--- src/rtl/router_pkg.sv ---
// router_pkg: shared constants and helpers for the mesh router input stage.
//   - route one-hot codes and output port indices
//   - header field offset helpers (derived from DATA_W / HOP_W / VC_W)
//   - build_flit(): assembles a flit at the default geometry (64b, HOP_W=4, 1 VC bit)
package router_pkg;

  localparam int PORT_UP    = 0;
  localparam int PORT_DOWN  = 1;
  localparam int PORT_LEFT  = 2;
  localparam int PORT_RIGHT = 3;
  localparam int PORT_NIC   = 4;
  localparam int NUM_PORTS  = 5;

  localparam logic [NUM_PORTS-1:0] ROUTE_UP    = 5'b00001;
  localparam logic [NUM_PORTS-1:0] ROUTE_DOWN  = 5'b00010;
  localparam logic [NUM_PORTS-1:0] ROUTE_LEFT  = 5'b00100;
  localparam logic [NUM_PORTS-1:0] ROUTE_RIGHT = 5'b01000;
  localparam logic [NUM_PORTS-1:0] ROUTE_NIC   = 5'b10000;

  localparam int PAYLOAD_W = 48;
  localparam int HOPY_LSB  = PAYLOAD_W;

  // Header is MSB-first: vc | xdir | ydir | reserved | hopX | hopY | payload
  function automatic int hopx_lsb(input int hop_w);
    return PAYLOAD_W + hop_w;
  endfunction

  function automatic int vc_lsb(input int data_w, input int vc_w);
    return data_w - vc_w;
  endfunction

  function automatic int xdir_bit(input int data_w, input int vc_w);
    return data_w - vc_w - 1;
  endfunction

  function automatic int ydir_bit(input int data_w, input int vc_w);
    return data_w - vc_w - 2;
  endfunction

  localparam int DEF_DATA_W = 64;
  localparam int DEF_HOP_W  = 4;

  // Reserved bits are left zero.
  function automatic logic [DEF_DATA_W-1:0] build_flit(
    input logic                 vc,
    input logic                 xdir,
    input logic                 ydir,
    input logic [DEF_HOP_W-1:0] hop_x,
    input logic [DEF_HOP_W-1:0] hop_y,
    input logic [PAYLOAD_W-1:0] payload
  );
    logic [DEF_DATA_W-1:0] f;
    f = '0;
    f[DEF_DATA_W-1]                  = vc;
    f[DEF_DATA_W-2]                  = xdir;
    f[DEF_DATA_W-3]                  = ydir;
    f[PAYLOAD_W+DEF_HOP_W +: DEF_HOP_W] = hop_x;
    f[HOPY_LSB +: DEF_HOP_W]         = hop_y;
    f[PAYLOAD_W-1:0]                 = payload;
    return f;
  endfunction

endpackage

--- src/rtl/vc_fifo.sv ---
// vc_fifo: single virtual-channel circular FIFO.
//   clk, reset   : clock, synchronous active-high reset (empties the FIFO)
//   push_i       : write wdata_i (caller guarantees not full)
//   pop_i        : drop head (caller guarantees not empty)
//   rdata_o      : head entry (no write-to-read bypass)
//   full_o/empty_o : occupancy flags from the registered count
module vc_fifo #(
  parameter int DATA_W = 64,
  parameter int DEPTH  = 4
) (
  input  logic              clk,
  input  logic              reset,
  input  logic              push_i,
  input  logic              pop_i,
  input  logic [DATA_W-1:0] wdata_i,
  output logic [DATA_W-1:0] rdata_o,
  output logic              full_o,
  output logic              empty_o
);
  localparam int AW = $clog2(DEPTH);

  logic [DATA_W-1:0] mem_q [DEPTH];
  logic [AW-1:0]     wr_q, wr_d, rd_q, rd_d;
  logic [AW:0]       cnt_q, cnt_d;

  assign full_o  = (cnt_q == (AW+1)'(DEPTH));
  assign empty_o = (cnt_q == '0);
  assign rdata_o = mem_q[rd_q];

  // Pointers are AW bits wide, so they wrap at DEPTH for free.
  always_comb begin
    wr_d  = push_i ? wr_q + AW'(1) : wr_q;
    rd_d  = pop_i  ? rd_q + AW'(1) : rd_q;
    cnt_d = cnt_q;
    if (push_i && !pop_i) cnt_d = cnt_q + (AW+1)'(1);
    if (!push_i && pop_i) cnt_d = cnt_q - (AW+1)'(1);
  end

  always_ff @(posedge clk) begin
    if (reset) begin
      wr_q  <= '0;
      rd_q  <= '0;
      cnt_q <= '0;
    end else begin
      wr_q  <= wr_d;
      rd_q  <= rd_d;
      cnt_q <= cnt_d;
    end
  end

  // Storage needs no reset: the pointers define what is valid.
  always_ff @(posedge clk) begin
    if (push_i) mem_q[wr_q] <= wdata_i;
  end

endmodule

--- src/rtl/router_input_port.sv ---
// router_input_port: mesh router input stage with NUM_VC per-VC FIFOs,
// X-then-Y route computation, hop decrement and round-robin VC selection.
//   clk, reset          : clock, synchronous active-high reset
//   in_si / in_di       : upstream flit valid / data (VC taken from header)
//   in_ri               : per-VC not-full
//   out_so/out_do       : presented head valid / head with hop updated
//   out_route / out_vc  : one-hot output port / VC of presented flit
//   out_grant           : switch takes the presented flit
//   ovf_err             : sticky, set when a flit hits a full VC
//   polarity            : only with ROUTER_INPORT_POLARITY_EN; even/odd VC phase
module router_input_port
  import router_pkg::*;
#(
  parameter int DATA_W = 64,
  parameter int HOP_W  = 4,
  parameter int NUM_VC = 2,
  parameter int DEPTH  = 4,
  localparam int VC_W  = $clog2(NUM_VC)
) (
  input  logic              clk,
  input  logic              reset,
  input  logic              in_si,
  input  logic [DATA_W-1:0] in_di,
  output logic [NUM_VC-1:0] in_ri,
  output logic              out_so,
  output logic [DATA_W-1:0] out_do,
  output logic [4:0]        out_route,
  output logic [VC_W-1:0]   out_vc,
  input  logic              out_grant,
  output logic              ovf_err
`ifdef ROUTER_INPORT_POLARITY_EN
  ,
  output logic              polarity
`endif
);
  localparam int HOPX_LSB = hopx_lsb(HOP_W);
  localparam int VC_LSB   = vc_lsb(DATA_W, VC_W);
  localparam int XDIR     = xdir_bit(DATA_W, VC_W);
  localparam int YDIR     = ydir_bit(DATA_W, VC_W);

  logic [NUM_VC-1:0]             push, pop, full, empty, elig;
  logic [NUM_VC-1:0][DATA_W-1:0] rdata;
  logic [VC_W-1:0]               in_vc, sel, idx, rr_q, rr_d;
  logic                          found, ovf_q, ovf_d;
  logic [DATA_W-1:0]             head;
  logic [HOP_W-1:0]              hx, hy;

  assign in_vc = in_di[VC_LSB +: VC_W];

`ifdef ROUTER_INPORT_POLARITY_EN
  logic pol_q;
  always_ff @(posedge clk) begin
    if (reset) pol_q <= 1'b0;
    else       pol_q <= ~pol_q;
  end
  assign polarity = pol_q;
`endif

  for (genvar v = 0; v < NUM_VC; v++) begin : g_vc
    // A same-cycle pop does not free a slot for the push: full is from state.
    assign push[v] = in_si && (in_vc == VC_W'(v)) && !full[v];
    assign pop[v]  = found && out_grant && (sel == VC_W'(v));
`ifdef ROUTER_INPORT_POLARITY_EN
    localparam logic VC_POL = 1'(v % 2);
    assign elig[v] = !empty[v] && (VC_POL == pol_q);
`else
    assign elig[v] = !empty[v];
`endif
    vc_fifo #(.DATA_W(DATA_W), .DEPTH(DEPTH)) u_fifo (
      .clk     (clk),
      .reset   (reset),
      .push_i  (push[v]),
      .pop_i   (pop[v]),
      .wdata_i (in_di),
      .rdata_o (rdata[v]),
      .full_o  (full[v]),
      .empty_o (empty[v])
    );
  end

  assign in_ri = ~full;

  // Round-robin search from rr_q; VC_W-bit add wraps modulo NUM_VC.
  always_comb begin
    found = 1'b0;
    sel   = '0;
    idx   = '0;
    for (int i = 0; i < NUM_VC; i++) begin
      idx = rr_q + VC_W'(i);
      if (!found && elig[idx]) begin
        found = 1'b1;
        sel   = idx;
      end
    end
  end

  assign head = rdata[sel];
  assign hx   = head[HOPX_LSB +: HOP_W];
  assign hy   = head[HOPY_LSB +: HOP_W];

  // X first, then Y; a zero hop count never reaches the decrement.
  always_comb begin
    out_route = '0;
    out_do    = '0;
    if (found) begin
      out_do = head;
      if (hx != '0) begin
        out_route = head[XDIR] ? ROUTE_LEFT : ROUTE_RIGHT;
        out_do[HOPX_LSB +: HOP_W] = hx - HOP_W'(1);
      end else if (hy != '0) begin
        out_route = head[YDIR] ? ROUTE_DOWN : ROUTE_UP;
        out_do[HOPY_LSB +: HOP_W] = hy - HOP_W'(1);
      end else begin
        out_route = ROUTE_NIC;
      end
    end
  end

  assign out_so  = found;
  assign out_vc  = found ? sel : '0;
  assign ovf_err = ovf_q;

  always_comb begin
    rr_d  = (found && out_grant) ? sel + VC_W'(1) : rr_q;
    ovf_d = ovf_q | (in_si & full[in_vc]);
  end

  always_ff @(posedge clk) begin
    if (reset) begin
      rr_q  <= '0;
      ovf_q <= 1'b0;
    end else begin
      rr_q  <= rr_d;
      ovf_q <= ovf_d;
    end
  end

endmodule

--- config.mk ---
export PLATFORM = sky130hd
export DESIGN_NAME = router_input_port
export DESIGN_NICKNAME = d
export VERILOG_FILES = /design/src/rtl/router_pkg.sv /design/src/rtl/vc_fifo.sv /design/src/rtl/router_input_port.sv
export SDC_FILE = /design/constraint.sdc
export NUM_CORES = 1
export LEC_CHECK = 0
export ABC_AREA = 1
export ABC_CLOCK_PERIOD_IN_PS = 5700
export CAP_MARGIN = 10
export CORE_ASPECT_RATIO = 1.1
export CORE_MARGIN = 2
export CORE_UTILIZATION = 55
export CTS_BUF_LIST = sky130_fd_sc_hd__clkbuf_16
export DETAILED_ROUTE_END_ITERATION = 8
export GPL_ROUTABILITY_DRIVEN = 0
export MAX_ROUTING_LAYER = met4
export PLACE_DENSITY_LB_ADDON = 0.05
export SETUP_SLACK_MARGIN = 0.1
export SLEW_MARGIN = 20
export SYNTH_ARGS = -nofsm -noshare
export SYNTH_HDL_FRONTEND = slang
export SYNTH_SLANG_ARGS = --single-unit
--- constraint.sdc ---
create_clock -name clk -period 5.7 [get_ports clk]
set_input_delay 1.14 -clock clk [delete_from_list [all_inputs] [get_ports clk]]
set_output_delay 1.14 -clock clk [all_outputs]
set_load 0.01 [all_outputs]
# Word level (Yosys, flattened, before mapping)
# Memories as Yosys holds them, arrays and structs flattened. A register that Yosys moved wholly into a read port is not among the register bits.
# Index checks and enable logic that the tools add are counted.
# totals
regBits	16
latchBits	0
ram_bits	512
rom_bits	0
input_bits	68
elab_cells	94
memories	2
# memory_table
name	words	word_bits	rd	rd_ports_with_merged_regs	wr	line	source
g_vc[0].u_fifo.mem_q	4	64	1	1	1	vc_fifo.sv:22	logic [DATA_W-1:0] mem_q [DEPTH];
g_vc[1].u_fifo.mem_q	4	64	1	1	1	vc_fifo.sv:22	
# classes
n_addsub	12
multipliers	0
div	0
magnitude_cmp	4
eq_ne	2
shift	0
mux	34
bitwise	5
reduce_logical	27
# ops
operator	n
$mux W64	3
$mux W4	4
$mux W1	15
$mux W5	3
$logic_and A1 B1 Y1	12
$mux W3	4
$mux W2	5
$logic_not A1 Y1	9
$add A2 B1 Y2 const B	4
$lt A1 B2 Y1 const B	4
$reduce_bool A4 Y1	2
$sub A4 B1 Y4 const B	2
$add A3 B1 Y3 const B	2
$eq A3 B3 Y1 const B	2
$logic_not A3 Y1	2
$sub A3 B1 Y3 const B	2
$reduce_bool A2 Y1	2
$add A1 B1 Y1 const B	2
$not A1 Y1	2
$not A2 Y2	1
$and A1 B1 Y1	1
$or A1 B1 Y1	1

# Logic depth before layout (Yosys ltp)
# depth
word_depth	14
depth_mapped	15

# Modules after synthesis
# A second synthesis with hierarchy kept.
# hier_totals
cells_unflattened	1649
area_unflattened_um2	21224.1
# by_module_without_submodules
module	n_inst	cells_each	area_per_inst_um2	seq_area_each_um2
vc_fifo	2	677	9939.5	7867.5
router_input_port	1	295	1345.0	40.0

# Least setup slack after synthesis
# No wires, ideal clock.
# synth_timing
path_type	in2reg
startpoint	input in_di[63]
endpoint	memory g_vc[0].u_fifo.mem_q[0][0] (enable)
t_arrival_ps	4249
required_time_ps	5213
path_slack_ps	964
cell_stages	5
cell_sequence	inv_1 -> nand2_1 -> nor2_1 -> clkinv_1 -> nor2_1
# synth_via
elab_chain_cells	5
# synth_rtl
element	line	source
start: declaration	router_input_port.sv:23	input logic [DATA_W-1:0] in_di,
$not A1 Y1	router_input_port.sv:61	assign push[v] = in_si && (in_vc == VC_W'(v)) && !full[v];
$logic_and A1 B1 Y1 (2 in a row)	router_input_port.sv:61	
$mux W1	vc_fifo.sv:53	if (push_i) mem_q[wr_q] <= wdata_i;
$mux W1 (not written as such)	vc_fifo.sv:53	
end: declaration	vc_fifo.sv:22	
# No other way between the ends.

==> results.ini <==
[worst_setup_path]
cp.required_ns = 4.56
endpoint_kind = output pin
path_delay_family = buffers and inverters
cp_slowest_cell = clkinv_2
critical_path_class = reg2out
crit_fanout = 50
cpMostUsedCell = clkinv_2
start_kind = flop
critPathArrivalTime_ns = 4.07
crit_buf_inv = 3
path_cells = clkinv_2 -> o21ai_0 -> o21ai_1 -> o21ai_2 -> ha_1 -> nand3_4 -> clkinv_2 -> nand2_4 -> nor2_4 -> nand2_1 -> nor2_1 -> clkdlybuf4s50_1
max_stage_delay_ns = 0.71

[synthesis]
syn_area_um2 = 21200
yosys.area.top_type = edfxtp_1
synth_cells = 1638
syn_avg_cell_area_um2 = 13.0
yosys.cell_types.count = 37
netlist.area_leader.share_pct = 72.5
dominantRegCellSynth = edfxtp_1
synth_warnings = 0
synthTopCellsByArea = edfxtp_1 72%, o21ai_0 6.1%, nor2_1 6.0%, o221ai_1 2.3%, dfxtp_1 1.9%
synth_nets = 1720
async_flop_share_pct = 0
ys_ff_latch = 532
synth_edf_count = 512
yosysSeqAreaShare_pct = 74.3

[power]
comb_power_share_pct = 35.5
seq_power_share_pct = 37.6
p_int_uw = 8110
power_density_nw_per_um2 = 493
p_leak_uw = 0.00833
switching_power_uw = 4080
ir_drop_v = 0.000500
swShare_pct = 33.5
p_clk_share_pct = 26.9

[clock_tree]
cts-buffers-inserted = 52
root_buffer = clkbuf_16
clkTransAtPathRegs_ns = 0.06
cts.sinks = 532
htreeDepth = 2
clockBufferDepth = 3
cts_tree = yes
cts_hold_buffers = 0
post_cts_buffers = 0
insertion_delay_ns = 0.58
cts_resized = 0

[route]
drc = 0
wirelength_mm = 48.8
drtIter0Drc = 959
avgViaCountPerCell = 5.85
wl_per_cell_um = 21.3
first_pass_iters = 5
dr_total_vias = 13400
postRouteAntennaNets = 0

[die]
core_um2 = 38100
dieHeight_um = 210
fp.dieArea_um2 = 40200
initial_core_util_pct = 55.7
die_w_um = 191
io_pins = 142
std_cell_rows = 75

[sta]
final.setup.tns_ns = 0
min_period_ns = 5.21
setup_viol = 0
drv_slew = 0
fin_skew_ns = 0.0164
fmax_mhz = 192
post-route-period-util_pct = 91.4
whs_ns = 0.469
slew_headroom_pct = 28.4
worst_pin_slew_ns = 1.07
hold_viol = 0
rsz0062_at_grt = no

[cells_and_area]
syn_to_final_growth_pct = 16.5
mostFrequentLayoutCell = edfxtp_1
finalNetCount = 1839
final_cells = 2296
final_area_um2 = 24700
drive_gt1_share_pct = 8.19
layout_common_cells = 512 x edfxtp_1, 332 x nor2_1, 257 x o21ai_0, 141 x clkdlybuf4s50_1, 106 x nand2_1

[global_route]
grt_pass1_vias = 13100
antenna_found_initial = 1
grt_pass1_wl_mm = 75.1
gr-total-overflow = 0
grt_usage_pct = 25.6
grt_start_max_net_pins = 87

[worst_hold_path]
hold_class = reg2reg

[placement]
dp_hpwl_mm = 25.6
dp.cells = 2203
dpl_cell_area_um2 = 23100
port_buffers = 141

[flow_run]
drv_cap = 0

[status]
status = complete, no violations

[per-stage QoR]
step	util [%]	power, uW	worst slack (ns)
floorplan	-	7150	0.964
global placement	60.6	8940	1.20
detailed placement	60.6	9010	1.13
CTS	64.9	12300	0.496
global route	64.9	12800	0.129
finish	64.9	12200	0.490
[synthesized netlist by cell type, drive strengths merged, types with 4 or more instances]
cell,n
a211oi,4
a21oi,15
buf,53
clkbuf,52
clkinv,4
dfxtp,20
edfxtp,512
ha,12
inv,49
nand2,117
nand3,23
nor2,351
o21ai,302
o221ai,55
o22ai,57
[final cells by class]
class	instances	area (um2)
Sequential cell	532	15800
Fill cell	2865	13400
Multi-Input combinational cell	948	4790
Timing Repair Buffer	170	1680
Clock buffer	53	1330
Tap cell	500	626
Clock inverter	39	298
Inverter	53	206
Antenna cell	1	2.50
[logic make-up after synthesis]
group	Yosys count	synth area share, %
AO/OA/AOI/OAI	436	11.7
flip-flops	532	74.3
buffers and inverters	158	3.37
AND/OR/NAND/NOR	498	9.66
adder cells (fa/ha/maj)	14	0.896
[power groups by stage]
stage / combinational [uW] / clock [uW] / sequential [uW]
after detailed placement: 4340 / 0 / 4670
after CTS: 4370 / 3340 / 4590
final: 4330 / 3280 / 4590
after floorplan: 2550 / 0 / 4600
after global routing: 4760 / 3490 / 4610
after global placement: 4280 / 0 / 4660
[final timing paths]
kind                           startpoint                      end  slack, ns  cells past startpoint
hold / removal                       rr_q                     rr_q       0.47                      2
setup reg to reg  g_vc[1].u_fifo.cnt_q[1]  g_vc[0].u_fifo.cnt_q[2]       2.89                     12
setup / recovery                     flop             out_route[0]       0.49                     12
hold reg to reg                      rr_q                     rr_q       0.47                      2
[registers in the layout (all words and copies together) (netlist names), named ones only]
name,flops
rr_q,1
ovf_err,1
g_vc.u_fifo.rd_q,4
g_vc.u_fifo.mem_q,512
g_vc.u_fifo.wr_q,4
g_vc.u_fifo.cnt_q,6
[per-layer routing]
layer / GRT usage, % / share of wire [%] / routed length [um]
met5: - / 0 / 0
met4: 7.53 / 2.3 / 1110
met3: 4.58 / 6.7 / 3290
met2: 39.7 / 48 / 23300
met1: 35.0 / 43 / 21100
[tightest hold or removal path: cells and delay by family (launching register included)]
family / cells / cell delay [ns]
simple gates: 1 / 0.06
compound gates: 1 / 0.05
flops: 1 / 0.31
(Power assumes the default switching activity.)
